File: src/rtl/led_strip_ctrl.sv
// Addressable LED strip frame sequencer: fetches each pixel, feeds it to the bit encoder, then holds the line latch.
// One pix_rd -> LOAD -> shift per LED, then RST_CYCLES of latch; no upstream backpressure, the sr_done handshake paces each word.
module led_strip_ctrl #(
  parameter int N_LEDS     = 64,
  parameter int W          = 24,
  parameter int BIT_CYCLES = 63,
  parameter int RST_CYCLES = 2500,
  localparam int AW        = (N_LEDS > 1) ? $clog2(N_LEDS) : 1
) (
  input  logic          clk,
  input  logic          rstn,
  input  logic          start,
  input  logic          abort,
  output logic          busy,
  output logic          frame_done,
  output logic          err,
  output logic          pix_rd,
  output logic [AW-1:0] pix_addr,
  input  logic [W-1:0]  pix_data,
  output logic          sr_en,
  output logic [W-1:0]  sr_data,
  input  logic          sr_done,
  output logic          latch
);

  localparam int TW = (BIT_CYCLES > 1) ? $clog2(BIT_CYCLES) : 1;
  localparam int EW = $clog2(W + 3);
  localparam int LW = (RST_CYCLES > 1) ? $clog2(RST_CYCLES) : 1;

  localparam logic [TW-1:0] TICK_LAST = TW'(BIT_CYCLES - 1);
  localparam logic [EW-1:0] EN_MAX    = EW'(W + 2);
  localparam logic [LW-1:0] LAT_LAST  = LW'(RST_CYCLES - 1);
  localparam logic [AW-1:0] IDX_LAST  = AW'(N_LEDS - 1);

  typedef enum logic [2:0] {
    S_IDLE,
    S_FETCH,
    S_LOAD,
    S_SHIFT,
    S_LATCH
  } state_t;

  state_t          state;
  state_t          state_nxt;
  logic [AW-1:0]   led_idx;
  logic [TW-1:0]   tick;
  logic [EW-1:0]   en_cnt;
  logic [LW-1:0]   lat_cnt;
  logic            normal_end;

  logic            start_ok;
  logic            done_ok;
  logic            wdog;
  logic            idx_last;
  logic            lat_last;

  assign idx_last = (led_idx == IDX_LAST);
  assign lat_last = (lat_cnt == LAT_LAST);
  assign start_ok = (state == S_IDLE) && start && !abort;

  // A done level seen in the same cycle as an enable, or before any enable, is left over from the previous word.
  assign done_ok  = (state == S_SHIFT) && !abort && sr_done && !sr_en && (en_cnt != '0);
  assign wdog     = (state == S_SHIFT) && !abort && !done_ok && (en_cnt == EN_MAX);

  assign pix_addr = led_idx;

  always_ff @(posedge clk or negedge rstn) begin
    if (!rstn) begin
      state <= S_IDLE;
    end else begin
      state <= state_nxt;
    end
  end

  always_comb begin
    state_nxt = state;
    case (state)
      S_IDLE: begin
        if (start_ok) state_nxt = S_FETCH;
      end
      S_FETCH: begin
        state_nxt = abort ? S_LATCH : S_LOAD;
      end
      S_LOAD: begin
        state_nxt = abort ? S_LATCH : S_SHIFT;
      end
      S_SHIFT: begin
        if (abort || wdog)  state_nxt = S_LATCH;
        else if (done_ok)   state_nxt = idx_last ? S_LATCH : S_FETCH;
      end
      S_LATCH: begin
        if (lat_last) state_nxt = S_IDLE;
      end
      default: state_nxt = S_IDLE;
    endcase
  end

  always_comb begin
    busy   = (state != S_IDLE);
    pix_rd = (state == S_FETCH) && !abort;
    sr_en  = (state == S_SHIFT) && !abort && (tick == '0);
    latch  = (state == S_LATCH);
  end

  always_ff @(posedge clk or negedge rstn) begin
    if (!rstn) begin
      led_idx <= '0;
    end else if (start_ok) begin
      led_idx <= '0;
    end else if (done_ok && !idx_last) begin
      led_idx <= led_idx + AW'(1);
    end
  end

  always_ff @(posedge clk or negedge rstn) begin
    if (!rstn) begin
      sr_data <= '0;
    end else if ((state == S_LOAD) && !abort) begin
      sr_data <= pix_data;
    end
  end

  // Bit-period tick and per-word enable count; both restart at every LOAD.
  always_ff @(posedge clk or negedge rstn) begin
    if (!rstn) begin
      tick   <= '0;
      en_cnt <= '0;
    end else if (state == S_LOAD) begin
      tick   <= '0;
      en_cnt <= '0;
    end else if (state == S_SHIFT) begin
      tick <= (tick == TICK_LAST) ? '0 : tick + TW'(1);
      if (sr_en && (en_cnt != EN_MAX)) en_cnt <= en_cnt + EW'(1);
    end
  end

  always_ff @(posedge clk or negedge rstn) begin
    if (!rstn) begin
      lat_cnt <= '0;
    end else if (state != S_LATCH) begin
      lat_cnt <= '0;
    end else if (!lat_last) begin
      lat_cnt <= lat_cnt + LW'(1);
    end
  end

  always_ff @(posedge clk or negedge rstn) begin
    if (!rstn) begin
      err <= 1'b0;
    end else if (start_ok) begin
      err <= 1'b0;
    end else if (wdog) begin
      err <= 1'b1;
    end
  end

  // Only a frame that reached its last LED earns frame_done; abort and watchdog exits never set this.
  always_ff @(posedge clk or negedge rstn) begin
    if (!rstn) begin
      normal_end <= 1'b0;
      frame_done <= 1'b0;
    end else begin
      if (start_ok)                  normal_end <= 1'b0;
      else if (done_ok && idx_last)  normal_end <= 1'b1;
      frame_done <= (state == S_LATCH) && lat_last && normal_end;
    end
  end

endmodule

File: config.mk
export PLATFORM = sky130hd
export DESIGN_NAME = led_strip_ctrl
export DESIGN_NICKNAME = d
export VERILOG_FILES = /design/src/rtl/led_strip_ctrl.sv
export SDC_FILE = /design/constraint.sdc
export NUM_CORES = 1
export LEC_CHECK = 0
export BUFFER_PORTS_ARGS = -buffer_cell sky130_fd_sc_hd__buf_2
export CAP_MARGIN = 20
export CELL_PAD_IN_SITES_DETAIL_PLACEMENT = 0
export CELL_PAD_IN_SITES_GLOBAL_PLACEMENT = 2
export CORE_UTILIZATION = 34
export DETAILED_ROUTE_END_ITERATION = 8
export PLACE_DENSITY = 0.8
export SLEW_MARGIN = 30
export SYNTH_ARGS = -nofsm -noshare
export SYNTH_HDL_FRONTEND = slang
export SYNTH_SLANG_ARGS = --single-unit
File: constraint.sdc
create_clock -name clk -period 2.3 [get_ports clk]
set_input_delay 0.69 -clock clk [delete_from_list [all_inputs] [get_ports clk]]
set_output_delay 0.69 -clock clk [all_outputs]
set_load 0.05 [all_outputs]
== Yosys cells after proc, flatten, opt, wreduce, memory -nomap -nowiden ==
Index checks and enable logic that the tools add are counted.
Operators by class
  add/subtract/negate cells: 4
  equality and inequality tests: 14
  mux-type cells: 22
  reductions and logical operators: 32
Operators with widths (number)
  $mux 6: 5
  $mux 12: 2
  $mux 3: 7
  $logic_and 1x1->1: 16
  $mux 5: 3
  $pmux 3 s5: 1
  $add 12x1->12 const B: 1
  $add 6x1->6 const B: 2
  $eq 12x12->1 const B: 1
  $eq 6x6->1 const B: 2
  $reduce_bool 2->1: 5
  $eq 3x2->1 const B: 2
  $logic_not 6->1: 1
  $add 5x1->5 const B: 1
  $eq 5x5->1 const B: 1
  $ne 5x5->1 const B: 1
  $reduce_bool 5->1: 1
  $logic_not 1->1: 4
  $mux 1: 4
  $ne 2x1->1 const B: 2
  $eq 3x1->1 const B: 1
  $eq 3x3->1 const B: 1
  $logic_not 3->1: 1
  $ne 3x2->1 const B: 1
  other kinds (6): 6
Word-level totals
  bits in registers: 59
  bits of input ports: 29
  output and inout port bits: 36

== Longest topological paths before layout ==
  depth after elaboration: 12
  gate-level depth with buffers: 8

== Worst setup path before layout ==
Ideal clock, no wire load.
  kind: input to output
  start: input port abort
  end: output port pix_rd
  path slack: -0.737 ns
  stages on the path: 1
  arrival: 2.347 ns
  cells stage by stage: nor4b_1
On the way
  word-level cells in the longest chain between the ends: 2
Ends and longest elaborated chain
  from (decl): line 13  | input logic abort,
  $logic_not 1->1: line 100  | pix_rd = (state == S_FETCH) && !abort;
  $logic_and 1x1->1: line 100
  to (decl): line 17  | output logic pix_rd,
Every way passes these cells.

== Worst setup path after layout ==
  start: register tick[3]
  end: output port sr_en
On the way
  word-level cells in the longest chain between the ends: 2
Ends and longest elaborated chain
  from (decl): line 46  | logic [TW-1:0] tick;
  from (signal assigned): line 132  | tick <= (tick == TICK_LAST) ? '0 : tick + TW'(1);
  $logic_not 6->1: line 101  | sr_en = (state == S_SHIFT) && !abort && (tick == '0);
  $logic_and 1x1->1: line 101
  to (decl): line 20  | output logic sr_en,
Every way passes these cells.

==> results.cfg <==
[die]
die_area_sq_mm = 0.00852
die_height_um = 92.3
die_width_um = 92.3
ios = 65
start_util_pct = 35.5
rows = 32
core_area_sq_mm = 0.00781

[placement]
place_inst = 416
gp_congestion = 0.705
port_buffers = 64
hpwl_mm = 3.97

[setup_path]
r2r-start = en_cnt[0]$_DFFE_PN0P_
cp.required_ns = 1.61
cp-start-kind = flip-flop
crit_type = reg -> out
worst_r2r_path_depth = 7
path_cells = nor4_2 > and3_1 > buf_6
end_kind = output port
cp.arrival_ns = 1.52
crit_path_top_delay_cell = dfrtp_2
r2r-end = pix_addr[5]$_DFFE_PN0P_
slowest_delay_ns = 0.44
regToRegSetupSlack_ns = 0.40
path_max_fanout = 6

[drt]
routed_wl_mm = 5.72
drc_errors = 0
drt.antenna.violating_nets = 0
viasPerCell = 4.78
routedWlPerCell_um = 13.2
dr.pass1.iters = 4
drt_first_iter_violations = 73
vias = 2069

[global_routing]
antenna_found_initial = 0
grt_pass1_vias = 1998
track_usage_pct = 14.6
grt_max_degree = 60
use_met2_pct = 22.8
use_met1_pct = 19.0
globalRoute.busiestLayer = met2
grt.overflow.total = 0
grt.met3_usage_pct = 5.31
grt_pass1_wl_mm = 9.63

[timing]
worst_slew_pin_slew_ns = 0.545
skew_ns = 0.0131
post-route-min-period_ns = 2.21
rsz0062_at_grt = false
slew-limit-headroom_pct = 63.6
fin_tns_setup_ns = 0
hold_violations = 0
maxSlewViolCount = 0
min_period_over_period_pct = 96.2
finalSetupViolations = 0
fmax_mhz = 452

[power_and_ir_drop]
p_leak_nw = 1.68
peakVddDrop_v = 0.000762
p_per_area_mw_per_mm2 = 1200

[logic_synthesis]
syn_avg_cell_area_sq_um = 11.1
ys.flop_type = dfrtp_1
synth_seq_cells = 59
synth_warnings = 0
synth_top_area_share_pct = 53.3
ys_top_cells_by_area = dfrtp_1, mux2_2, nor2_1, ha_1, xor2_1
synth.distinct_cells = 42
async_flop_share_pct = 100
synth_edf_count = 0
synth_cells = 249
syn-num-nets = 286
yosysTopAreaCell = dfrtp_1
syn-cell-area_sq_mm = 0.00277
seq_area_frac_synth_pct = 53.3

[job]
maxCapViolCount = 0

[finish]
final_common_cell = buf_2
area_delta_synth_final_pct = 26.2
final_cell_mix = buf_2, dfrtp_1, nor2_1, mux2_2, nand2_1
diodes = 0
drive_gt1_share_pct = 37.8
fin_cells = 433
final_nets = 363

[clocking]
cts.sinks = 59
clock_latency_ns = 0.34
cts_max_level = 3
clock_tree.root_cell = clkbuf_8
cts_hold_buffers = 0
clk_path_buf_depth = 2
cts_inserted_buffers = 9
cts_tree = yes
clkSlewWorstSetupHoldPaths_ns = 0.07

[run_status]
status = finished, final reports clean

[worst_hold_path]
hp-class = in -> async
==> cells by family after synthesis <==
group | after synthesis | synth area share, %
AO/OA/AOI/OAI | 22 | 4.88
XOR/XNOR | 21 | 6.64
adder cells (fa/ha/maj) | 8 | 3.61
buffers and inverters | 19 | 3.30
flip-flops | 59 | 53.3
multiplexers | 25 | 10.1
AND/OR/NAND/NOR | 95 | 18.2
==> per-layer routing <==
layer | up-vias | part of all wire (%)
met5 | - | 0
met4 | 0 | 1.4
met3 | 5 | 5.1
met2 | 58 | 46
met1 | 993 | 48
li1 | 1013 | -
==> sequential cells by signal, summed over array words and instances (netlist names), 3 cells and up <==
signal and flops:
state 3, pix_addr 6, lat_cnt 12, sr_data 24
tick 6, en_cnt 5
==> worst max-delay path by stage <==
stage,start,end,slack [ns],cells past startpoint
after global placement,abort,sr_en,0.08,4
final,tick[3]$_DFFE_PN0P_,sr_en,0.09,3
after global routing,tick[3]$_DFFE_PN0P_,sr_en,0.01,3
after floorplan,abort,sr_en,0.19,3
after detailed placement,abort,sr_en,0.04,4
after CTS,tick[3]$_DFFE_PN0P_,sr_en,0.03,3
==> synth_stat cells (2+ instances only) <==
cell,count
nor3_1,4
xnor2_1,10
and3_1,5
nand2b_1,3
inv_1,10
nand2_1,18
buf_2,4
nand3_1,15
a22o_1,2
o21ai_0,8
nor2_1,28
nor4_1,3
nand4_1,3
ha_1,8
nor4b_1,2
clkbuf_1,2
and2_1,2
nand3b_1,2
xor2_1,11
dfrtp_1,59
buf_4,2
mux2_2,24
a21oi_1,5
==> critical path: cells and delay by family (launching register included) <==
| family | cells | cell delay [ns] |
|---|---|---|
| and+or+nand+nor | 2 | 0.58 |
| DFF | 1 | 0.44 |
| buffers and inverters | 1 | 0.17 |
==> through the flow <==
step	utilization (%)	power (mW)	hold slack (ns)	setup WS, ns	cell area, sq um
global placement	41.9	3.24	0.483	0.0811	3270
detailed placement	41.9	3.26	0.489	0.0446	3270
floorplan	-	2.80	0.394	0.189	2790
global route	44.8	4.44	0.359	0.0137	3500
finish	44.8	4.19	0.344	0.0864	3500
CTS	44.6	4.24	0.346	0.0307	3480
==> final cells by class <==
type | count | area, sq um
inverter | 10 | 37.5
fill | 753 | 4310
timing repair buffer | 75 | 424
sequential | 59 | 1480
tap | 102 | 128
multi-input combinational | 171 | 1230
clock inverter | 6 | 65.1
clock buffer | 10 | 138
==> power breakdown <==
group	switching [mW]	total, mW	leakage (nW)	internal, mW
Sequential	0.173	1.47	0.777	1.30
Combinational	1.24	1.76	0.802	0.514
Clock	0.432	0.961	0.102	0.529
Total	1.85	4.19	1.68	2.34
==> what timing repair did <==
action,4_1_cts,5_1_grt
setup buffers,0,1
pin swaps,0,2
setup endpoints to repair,2,2
resized for setup,3,4
Note: power is estimated with default switching activity, not from simulation.
